[src/rtl/instr_loader.sv]
//------------------------------------------------------------------------------
// instr_loader
//
// Loads a length-prefixed instruction image from a valid/ready byte stream into
// an instruction memory, then releases the cores with a one-cycle pulse.
//
// Stream format: N, I0 .. I(N-1) [, C]
//   N      instruction count (1..256-BASE_ADDR; 0 or an overflowing count errors)
//   Ik     instruction byte, written to BASE_ADDR+k one cycle after acceptance
//   C      checksum byte (sum of Ik mod 256), only when INSTR_LOADER_CHECKSUM_EN
//          is defined; it is compared, never written
// The last instruction byte must equal END_OP or the load ends in error.
//
// Optional feature macro: INSTR_LOADER_CHECKSUM_EN
//   defined   : CSUM state and running-sum register present
//   undefined : valid last byte goes straight to DONE
//
// Parameters
//   BASE_ADDR  first instruction-memory address written
//   END_OP     opcode required as the last instruction byte
//
// Ports
//   clock          in   single clock, posedge
//   reset_n        in   asynchronous active-low reset
//   start          in   one-cycle pulse, arms a load (honoured in IDLE only)
//   in_valid       in   byte-stream valid
//   in_data[7:0]   in   byte-stream data
//   in_ready       out  high in LEN, LOAD, CSUM
//   write_en_file  out  instruction-memory write strobe
//   addr_file[7:0] out  instruction-memory write address (holds between writes)
//   instr_file[7:0]out  instruction-memory write data (holds between writes)
//   busy           out  high whenever the FSM is not IDLE
//   load_done      out  one-cycle pulse on a successful load
//   load_error     out  sticky error flag, cleared by the next accepted start
//   core_start     out  one-cycle pulse coincident with load_done
//------------------------------------------------------------------------------
module instr_loader #(
    parameter logic [7:0] BASE_ADDR = 8'd0,
    parameter logic [7:0] END_OP    = 8'd38
) (
    input  logic       clock,
    input  logic       reset_n,
    input  logic       start,
    input  logic       in_valid,
    input  logic [7:0] in_data,
    output logic       in_ready,
    output logic       write_en_file,
    output logic [7:0] addr_file,
    output logic [7:0] instr_file,
    output logic       busy,
    output logic       load_done,
    output logic       load_error,
    output logic       core_start
);

`ifdef INSTR_LOADER_CHECKSUM_EN
    typedef enum logic [2:0] {
        IDLE = 3'd0,
        LEN  = 3'd1,
        LOAD = 3'd2,
        CSUM = 3'd3,
        DONE = 3'd4,
        ERR  = 3'd5
    } state_t;
`else
    typedef enum logic [2:0] {
        IDLE = 3'd0,
        LEN  = 3'd1,
        LOAD = 3'd2,
        DONE = 3'd4,
        ERR  = 3'd5
    } state_t;
`endif

    state_t     state;
    state_t     next_state;

    logic       accept;
    logic       len_bad;
    logic       last_byte;

    logic [7:0] count;      // N, latched in LEN
    logic [7:0] index;      // k, position of the next instruction byte
`ifdef INSTR_LOADER_CHECKSUM_EN
    logic [7:0] sum;        // running instruction-byte sum mod 256
`endif

    assign accept = in_valid & in_ready;

    // Ten bits so that BASE_ADDR+N can exceed 256 without wrapping.
    assign len_bad   = (in_data == 8'd0) ||
                       (({2'b00, BASE_ADDR} + {2'b00, in_data}) > 10'd256);
    assign last_byte = (index == (count - 8'd1));

    //--------------------------------------------------------------------------
    // State register
    //--------------------------------------------------------------------------
    always_ff @(posedge clock or negedge reset_n) begin
        if (!reset_n) begin
            state <= IDLE;
        end else begin
            state <= next_state;
        end
    end

    //--------------------------------------------------------------------------
    // Next state and state-decoded outputs
    //--------------------------------------------------------------------------
    always_comb begin
        next_state = state;
        in_ready   = 1'b0;
        busy       = 1'b1;
        load_done  = 1'b0;
        core_start = 1'b0;

        unique case (state)
            IDLE: begin
                busy = 1'b0;
                if (start) begin
                    next_state = LEN;
                end
            end

            LEN: begin
                in_ready = 1'b1;
                if (accept) begin
                    next_state = len_bad ? ERR : LOAD;
                end
            end

            LOAD: begin
                in_ready = 1'b1;
                if (accept && last_byte) begin
                    if (in_data != END_OP) begin
                        next_state = ERR;
                    end else begin
`ifdef INSTR_LOADER_CHECKSUM_EN
                        next_state = CSUM;
`else
                        next_state = DONE;
`endif
                    end
                end
            end

`ifdef INSTR_LOADER_CHECKSUM_EN
            CSUM: begin
                in_ready = 1'b1;
                if (accept) begin
                    next_state = (in_data == sum) ? DONE : ERR;
                end
            end
`endif

            DONE: begin
                load_done  = 1'b1;
                core_start = 1'b1;
                next_state = IDLE;
            end

            ERR: begin
                next_state = IDLE;
            end

            default: begin
                next_state = IDLE;
            end
        endcase
    end

    //--------------------------------------------------------------------------
    // Write port, byte index and sticky error
    //--------------------------------------------------------------------------
    always_ff @(posedge clock or negedge reset_n) begin
        if (!reset_n) begin
            index         <= 8'd0;
            write_en_file <= 1'b0;
            addr_file     <= 8'd0;
            instr_file    <= 8'd0;
            load_error    <= 1'b0;
        end else begin
            write_en_file <= 1'b0;

            if (state == IDLE && start) begin
                load_error <= 1'b0;
            end
            // Set on entry so the flag is already high during the ERR cycle.
            if (next_state == ERR) begin
                load_error <= 1'b1;
            end

            if (state == LEN && accept) begin
                index <= 8'd0;
            end

            if (state == LOAD && accept) begin
                write_en_file <= 1'b1;
                addr_file     <= BASE_ADDR + index;
                instr_file    <= in_data;
                index         <= index + 8'd1;
            end
        end
    end

    //--------------------------------------------------------------------------
    // Count and checksum (data only, no reset needed)
    //--------------------------------------------------------------------------
    always_ff @(posedge clock) begin
        if (state == LEN && accept) begin
            count <= in_data;
        end
`ifdef INSTR_LOADER_CHECKSUM_EN
        if (state == LEN && accept) begin
            sum <= 8'd0;
        end else if (state == LOAD && accept) begin
            sum <= sum + in_data;
        end
`endif
    end

endmodule

[config.mk]
export PLATFORM = sky130hd
export DESIGN_NAME = instr_loader
export DESIGN_NICKNAME = d
export VERILOG_FILES = /design/src/rtl/instr_loader.sv
export SDC_FILE = /design/constraint.sdc
export NUM_CORES = 1
export LEC_CHECK = 0
export ABC_AREA = 0
export CORE_MARGIN = 8
export CORE_UTILIZATION = 51
export CTS_CLUSTER_SIZE = 20
export DETAILED_ROUTE_END_ITERATION = 10
export PLACE_DENSITY = 0.81
export SLEW_MARGIN = 10
export SYNTH_ARGS = -nofsm -noshare
export SYNTH_HDL_FRONTEND = slang
export SYNTH_SLANG_ARGS = --single-unit
[constraint.sdc]
create_clock -name clock -period 2.92 [get_ports clock]
set_input_delay 0.876 -clock clock [delete_from_list [all_inputs] [get_ports clock]]
set_output_delay 0.876 -clock clock [all_outputs]
set_load 0.02 [all_outputs]
### Yosys cells after proc, flatten, opt, wreduce, memory -nomap -nowiden

Cells that the tools add are included.

| word-level totals | value |
|---|---|
| flip-flop bits (word level) | 37 |
| latch bits | 0 |
| bits in writable memories | 0 |
| bits in read-only memories | 0 |
| input bits | 12 |
| output and inout bits | 22 |
| word-level logic and storage cells | 41 |
| memories kept | 0 |

| cells by class | value |
|---|---|
| add/subtract/negate cells | 2 |
| multiply operators | 0 |
| div/mod/pow operators | 0 |
| $lt $le $gt $ge | 1 |
| equal/unequal tests | 6 |
| shift-type cells | 0 |
| multiplexer cells | 14 |
| bitwise gates (word level) | 1 |
| reductions and logical operators | 10 |

Operators with widths:

| kind | count |
|---|---|
| $mux W8 | 2 |
| $mux W3 | 4 |
| $gt A8 B9 Y1 const B | 1 |
| $pmux W3 S3 | 1 |
| $add A8 B1 Y8 const B | 1 |
| $eq A8 B8 Y1 | 1 |
| $logic_not A8 Y1 | 1 |
| $ne A8 B6 Y1 const B | 1 |
| $sub A8 B1 Y8 const B | 1 |
| $mux W1 | 7 |
| $eq A3 B3 Y1 const B | 2 |
| $logic_and A1 B1 Y1 | 4 |
| $reduce_bool A2 Y1 | 2 |
| $eq A3 B1 Y1 const B | 1 |
| $eq A3 B2 Y1 const B | 1 |
| $logic_not A3 Y1 | 1 |
| $reduce_or A2 Y1 | 1 |
| $and A1 B1 Y1 | 1 |
| $logic_or A1 B1 Y1 | 1 |

### Depth between registers and ports, before layout

Gate-level depths: netlist of the first run.

| depth | value |
|---|---|
| depth after elaboration | 9 |
| mapped depth | 7 |
| gate-level depth less buffers | 7 |

### Least setup slack after synthesis of the first run

OpenSTA, ideal clock, no wires.

| timing path | value |
|---|---|
| path type | reg2reg |
| from | register count[0] |
| to | register state[1] |
| library setup time | 121 ps |
| arrival time | 2268 ps |
| required time | 2799 ps |
| slack | 530 ps |
| cell stages (with the launch flop) | 8 |
| buffers on the path | 0 |
| period minus slack after synthesis | 2390 ps |
| cell sequence | edfxtp_1 > inv_1 > ha_1 > or3b_1 > or4_4 > a2111oi_4 > o211ai_2 > a22o_1 |

| on the way | value |
|---|---|
| cells in the longest elaborated chain, start to end | 5 |

Ends and longest elaborated chain:

| what | RTL line | source |
|---|---|---|
| start, declared | 82 | `logic [7:0] count;` |
| start signal, assigned | 210 | `count <= in_data;` |
| $sub A8 B1 Y8 | 93 | `assign last_byte = (index == (count - 8'd1));` |
| $eq A8 B8 Y1 | 93 |  |
| $logic_and A1 B1 Y1 | 133 | `if (accept && last_byte) begin` |
| $mux W3 | 133 |  |
| $pmux W3 S3 | 116 | `unique case (state)` |
| named net next_state[1] | 76 | `state_t next_state;` |
| end signal, assigned | 102 | `state <= next_state;` |
| end, declared | 75 | `state_t state;` |

The timed path passes the listed nets, and every way through them passes these cells.
A chain may end at the register's enable or synchronous reset.

### Worst setup path after layout of the first run

| timing path | value |
|---|---|
| from | register state[0] |
| to | output port in_ready |

| on the way | value |
|---|---|
| cells in the longest elaborated chain, start to end | 3 |
| elaborated cells on any way between the ends | 4 |
| those cells by class | eq/ne (2); mux (1); reduce/logical (1) |

Ends and longest elaborated chain:

| what | RTL line | source |
|---|---|---|
| $eq A3 B1 Y1 / $eq A3 B2 Y1 (equally long branches) | 116 |  |
| $reduce_or A2 Y1 (no line) (*) | - |  |
| $mux W1 (*) | 116 |  |
| end, declared | 46 | `output logic in_ready,` |

Mark *: on every way between the ends. The rest lies on a longest branch, timed or not.

==> impl_metrics.env, run 1 <==
export IMPL_outcome="complete, no violations"
export IMPL_synthFlopType="dfrtp_1"
export IMPL_fmax_ghz=0.360
export IMPL_synthCells=152
export IMPL_grt_start_max_net_pins=30
export IMPL_ir_drop_mv=0.423
export IMPL_rsz0062_at_grt="false"
export IMPL_numCtsBuffers=5
export IMPL_p_switching_w=0.000622
export IMPL_nNetsFinal=204
export IMPL_power_frac_seq=0.438
export IMPL_drcViolationCount=0
export IMPL_drtIter0Drc=47
export IMPL_grt_pass1_wl_um=6430
export IMPL_routed_wl_um=3820
export IMPL_total_power_w=0.00171
export IMPL_cts_resized=0
export IMPL_finalSetupTns_ns=0
export IMPL_final_area_um2=2270
export IMPL_antenna_found_initial=0
export IMPL_clockBufferDepth=2
export IMPL_rows=21
export IMPL_dp_final_hpwl_um=2910
export IMPL_routedWlPerCell_um=16.1
export IMPL_ys_warn_count=0
export IMPL_p_clk_frac=0.150
export IMPL_cts_setup_buffers=0
export IMPL_min_period_over_period=0.951
export IMPL_fp_dieW_um=75.6
export IMPL_p_int_w=0.00109
export IMPL_layout_common_cells="clkdlybuf4s50_1, dfrtp_1, mux2_2, xor2_1, nand2_1"
export IMPL_synth_edf_count=8
export IMPL_core_area_um2=3390
export IMPL_syn2layout_area_growth_pct=25.1
export IMPL_cts_tree="done"
export IMPL_start_kind="register"
export IMPL_finalMaxSlewViolations=0
export IMPL_clock_latency_ns=0.34
export IMPL_final_hold_viol_count=0
export IMPL_dieArea_um2=5720
export IMPL_ys_seq_area_frac=0.532
export IMPL_clock_sinks=37
export IMPL_cp_arrival_ns=1.90
export IMPL_portBuffers=33
export IMPL_place_area_um2=2220
export IMPL_synth_distinct_cells=44
export IMPL_path_class="reg2out"
export IMPL_leakagePower_nw=0.956
export IMPL_path_max_fanout=8
export IMPL_ios=34
export IMPL_dieHeight_um=75.6
export IMPL_ys_ff_latch=37
export IMPL_critPathSlowestCell="clkdlybuf4s50_1"
export IMPL_skew_ns=0.00353
export IMPL_path_clk_slew_ns=0.11
export IMPL_worst_ep_required_time_ns=2.04
export IMPL_ant_nets=0
export IMPL_synth_area_per_cell_um2=11.9
export IMPL_power_frac_comb=0.412
export IMPL_grt_overflow=0
export IMPL_async_flop_share=0.784
export IMPL_finalCriticalPeriod_ns=2.78
export IMPL_dr_pass1_iters=4
export IMPL_place_ws_ns=0.292
export IMPL_path_cells="xor2_1, nor2b_1, clkdlybuf4s50_1"
export IMPL_first_global_vias=1358
export IMPL_worst_pin_slew_ns=0.610
export IMPL_gp_congestion=0.906
export IMPL_final_common_cell="clkdlybuf4s50_1"
export IMPL_max_stage_delay_ns=0.61
export IMPL_synth_fp_nets=166
export IMPL_viasPerCell=5.43
export IMPL_htreeDepth=2
export IMPL_setup_ws_ns=0.144
export IMPL_drive_above_1_share=0.183
export IMPL_p_per_area_nw_per_um2=755
export IMPL_switching_share=0.363
export IMPL_hold_class="reg2reg"
export IMPL_final_util=0.670
export IMPL_vias=1286
export IMPL_cap_violations=0
export IMPL_start_util=0.535
export IMPL_max_slew_margin=0.592
export IMPL_diodes=0
export IMPL_root_buffer="clkbuf_4"
export IMPL_grt_usage=0.150
export IMPL_cp_end_kind="primary output"
export IMPL_setup_viol=0
export IMPL_synth_area_um2=1810
export IMPL_cts_hold_buffers=0
-- flip-flops by register name, indices dropped and copies added (netlist names) --
name           count
addr_file          8
index              8
write_en_file      1
state              3
instr_file         8
load_error         1
count              8
-- metal layers --
layer	track usage	up-vias	wire length [um]
li1	-	625	-
met1	0.168	630	1600
met2	0.256	25	1970
met3	0.0539	6	200
met4	0.0533	0	45
met5	0	-	0
-- power groups by stage --
| stage | registers, W | logic (W) | clock network, W |
|---|---|---|---|
| 2_1_floorplan | 0.000824 | 0.000324 | 0 |
| 6_report | 0.000751 | 0.000705 | 0.000257 |
| 3_5_place_dp | 0.000761 | 0.000713 | 0 |
| 5_1_grt | 0.000770 | 0.000768 | 0.000283 |
| 4_1_cts | 0.000751 | 0.000718 | 0.000267 |
| 3_3_place_gp | 0.000754 | 0.000695 | 0 |
-- path summary, 6_finish.rpt --
check                           slack [ns]  cells after the start           from             to
worst max-delay path                  0.14                      3       state[0]       in_ready
worst min-delay path                  0.51                      1  instr_file[5]  instr_file[5]
worst max register to register        0.37                      7       count[0]       state[1]
worst min register to register        0.51                      1  instr_file[5]  instr_file[5]
max in group asynchronous             1.75                      2        reset_n  instr_file[1]
min in group asynchronous             0.91                      2        reset_n       index[7]
-- through the flow --
step / hold slack [ns] / instances
final: 0.513 / 237
after global routing: 0.541 / 237
after CTS: 0.517 / 237
after detailed placement: 0.492 / 229
after global placement: 0.487 / 229
after floorplan: 0.516 / 152
-- cell families (layout without fill, tap and decap cells) --
family | count (synthesis) | count (layout) | share of synthesized area
simple gates | 53 | 53 | 0.173
flops | 37 | 37 | 0.532
compound gates | 18 | 18 | 0.0869
mux | 16 | 16 | 0.0993
xor+xnor | 14 | 14 | 0.0676
buf+inv | 12 | 51 | 0.0269
fa+ha+maj | 2 | 2 | 0.0138
-- critical path, delay by kind of cell, from the launching register on --
kind / cells / cell delay [ns]
flops: 1 / 0.47
simple gates: 1 / 0.18
xor+xnor: 1 / 0.31
buf+inv: 1 / 0.61
-- layout make-up --
cell class / count / area (um^2)
fillers: 270 / 1120
flip-flops and latches: 37 / 966
multi-input cells: 103 / 800
repair buffers: 37 / 373
well taps: 46 / 57.6
clock buffers: 6 / 41.3
inverters: 6 / 22.5
clock inverters: 2 / 10.0
-- cell usage after synthesis, drive strengths merged, types with 4 or more instances --
cell | number | share of area
o21ai | 7 | 0.019
nand2 | 9 | 0.019
nor2 | 7 | 0.014
nand4 | 4 | 0.014
nand3 | 4 | 0.011
clkbuf | 4 | 0.0083
mux2 | 16 | 0.099
xnor2 | 4 | 0.019
inv | 6 | 0.012
dfrtp | 29 | 0.40
xor2 | 10 | 0.048
edfxtp | 8 | 0.13
No activity file was read; power rests on OpenSTA's default activity.
==> inputs of run 2 (changes only) <==
--- a/config.mk
+++ b/config.mk
@@ -11,6 +11,7 @@
 export CTS_CLUSTER_SIZE = 20
 export DETAILED_ROUTE_END_ITERATION = 10
 export PLACE_DENSITY = 0.81
+export SKIP_CTS_REPAIR_TIMING = 1
 export SLEW_MARGIN = 10
 export SYNTH_ARGS = -nofsm -noshare
 export SYNTH_HDL_FRONTEND = slang
==> results of run 2 <==
Final layout, timing and power as in run 1 (identical DEF).
==> inputs of run 3 (changes only) <==
--- a/config.mk
+++ b/config.mk
@@ -6,6 +6,7 @@
 export NUM_CORES = 1
 export LEC_CHECK = 0
 export ABC_AREA = 0
+export CAP_MARGIN = 30
 export CORE_MARGIN = 8
 export CORE_UTILIZATION = 51
 export CTS_CLUSTER_SIZE = 20
==> results of run 3 <==
Final layout, timing and power as in run 1 (identical DEF).
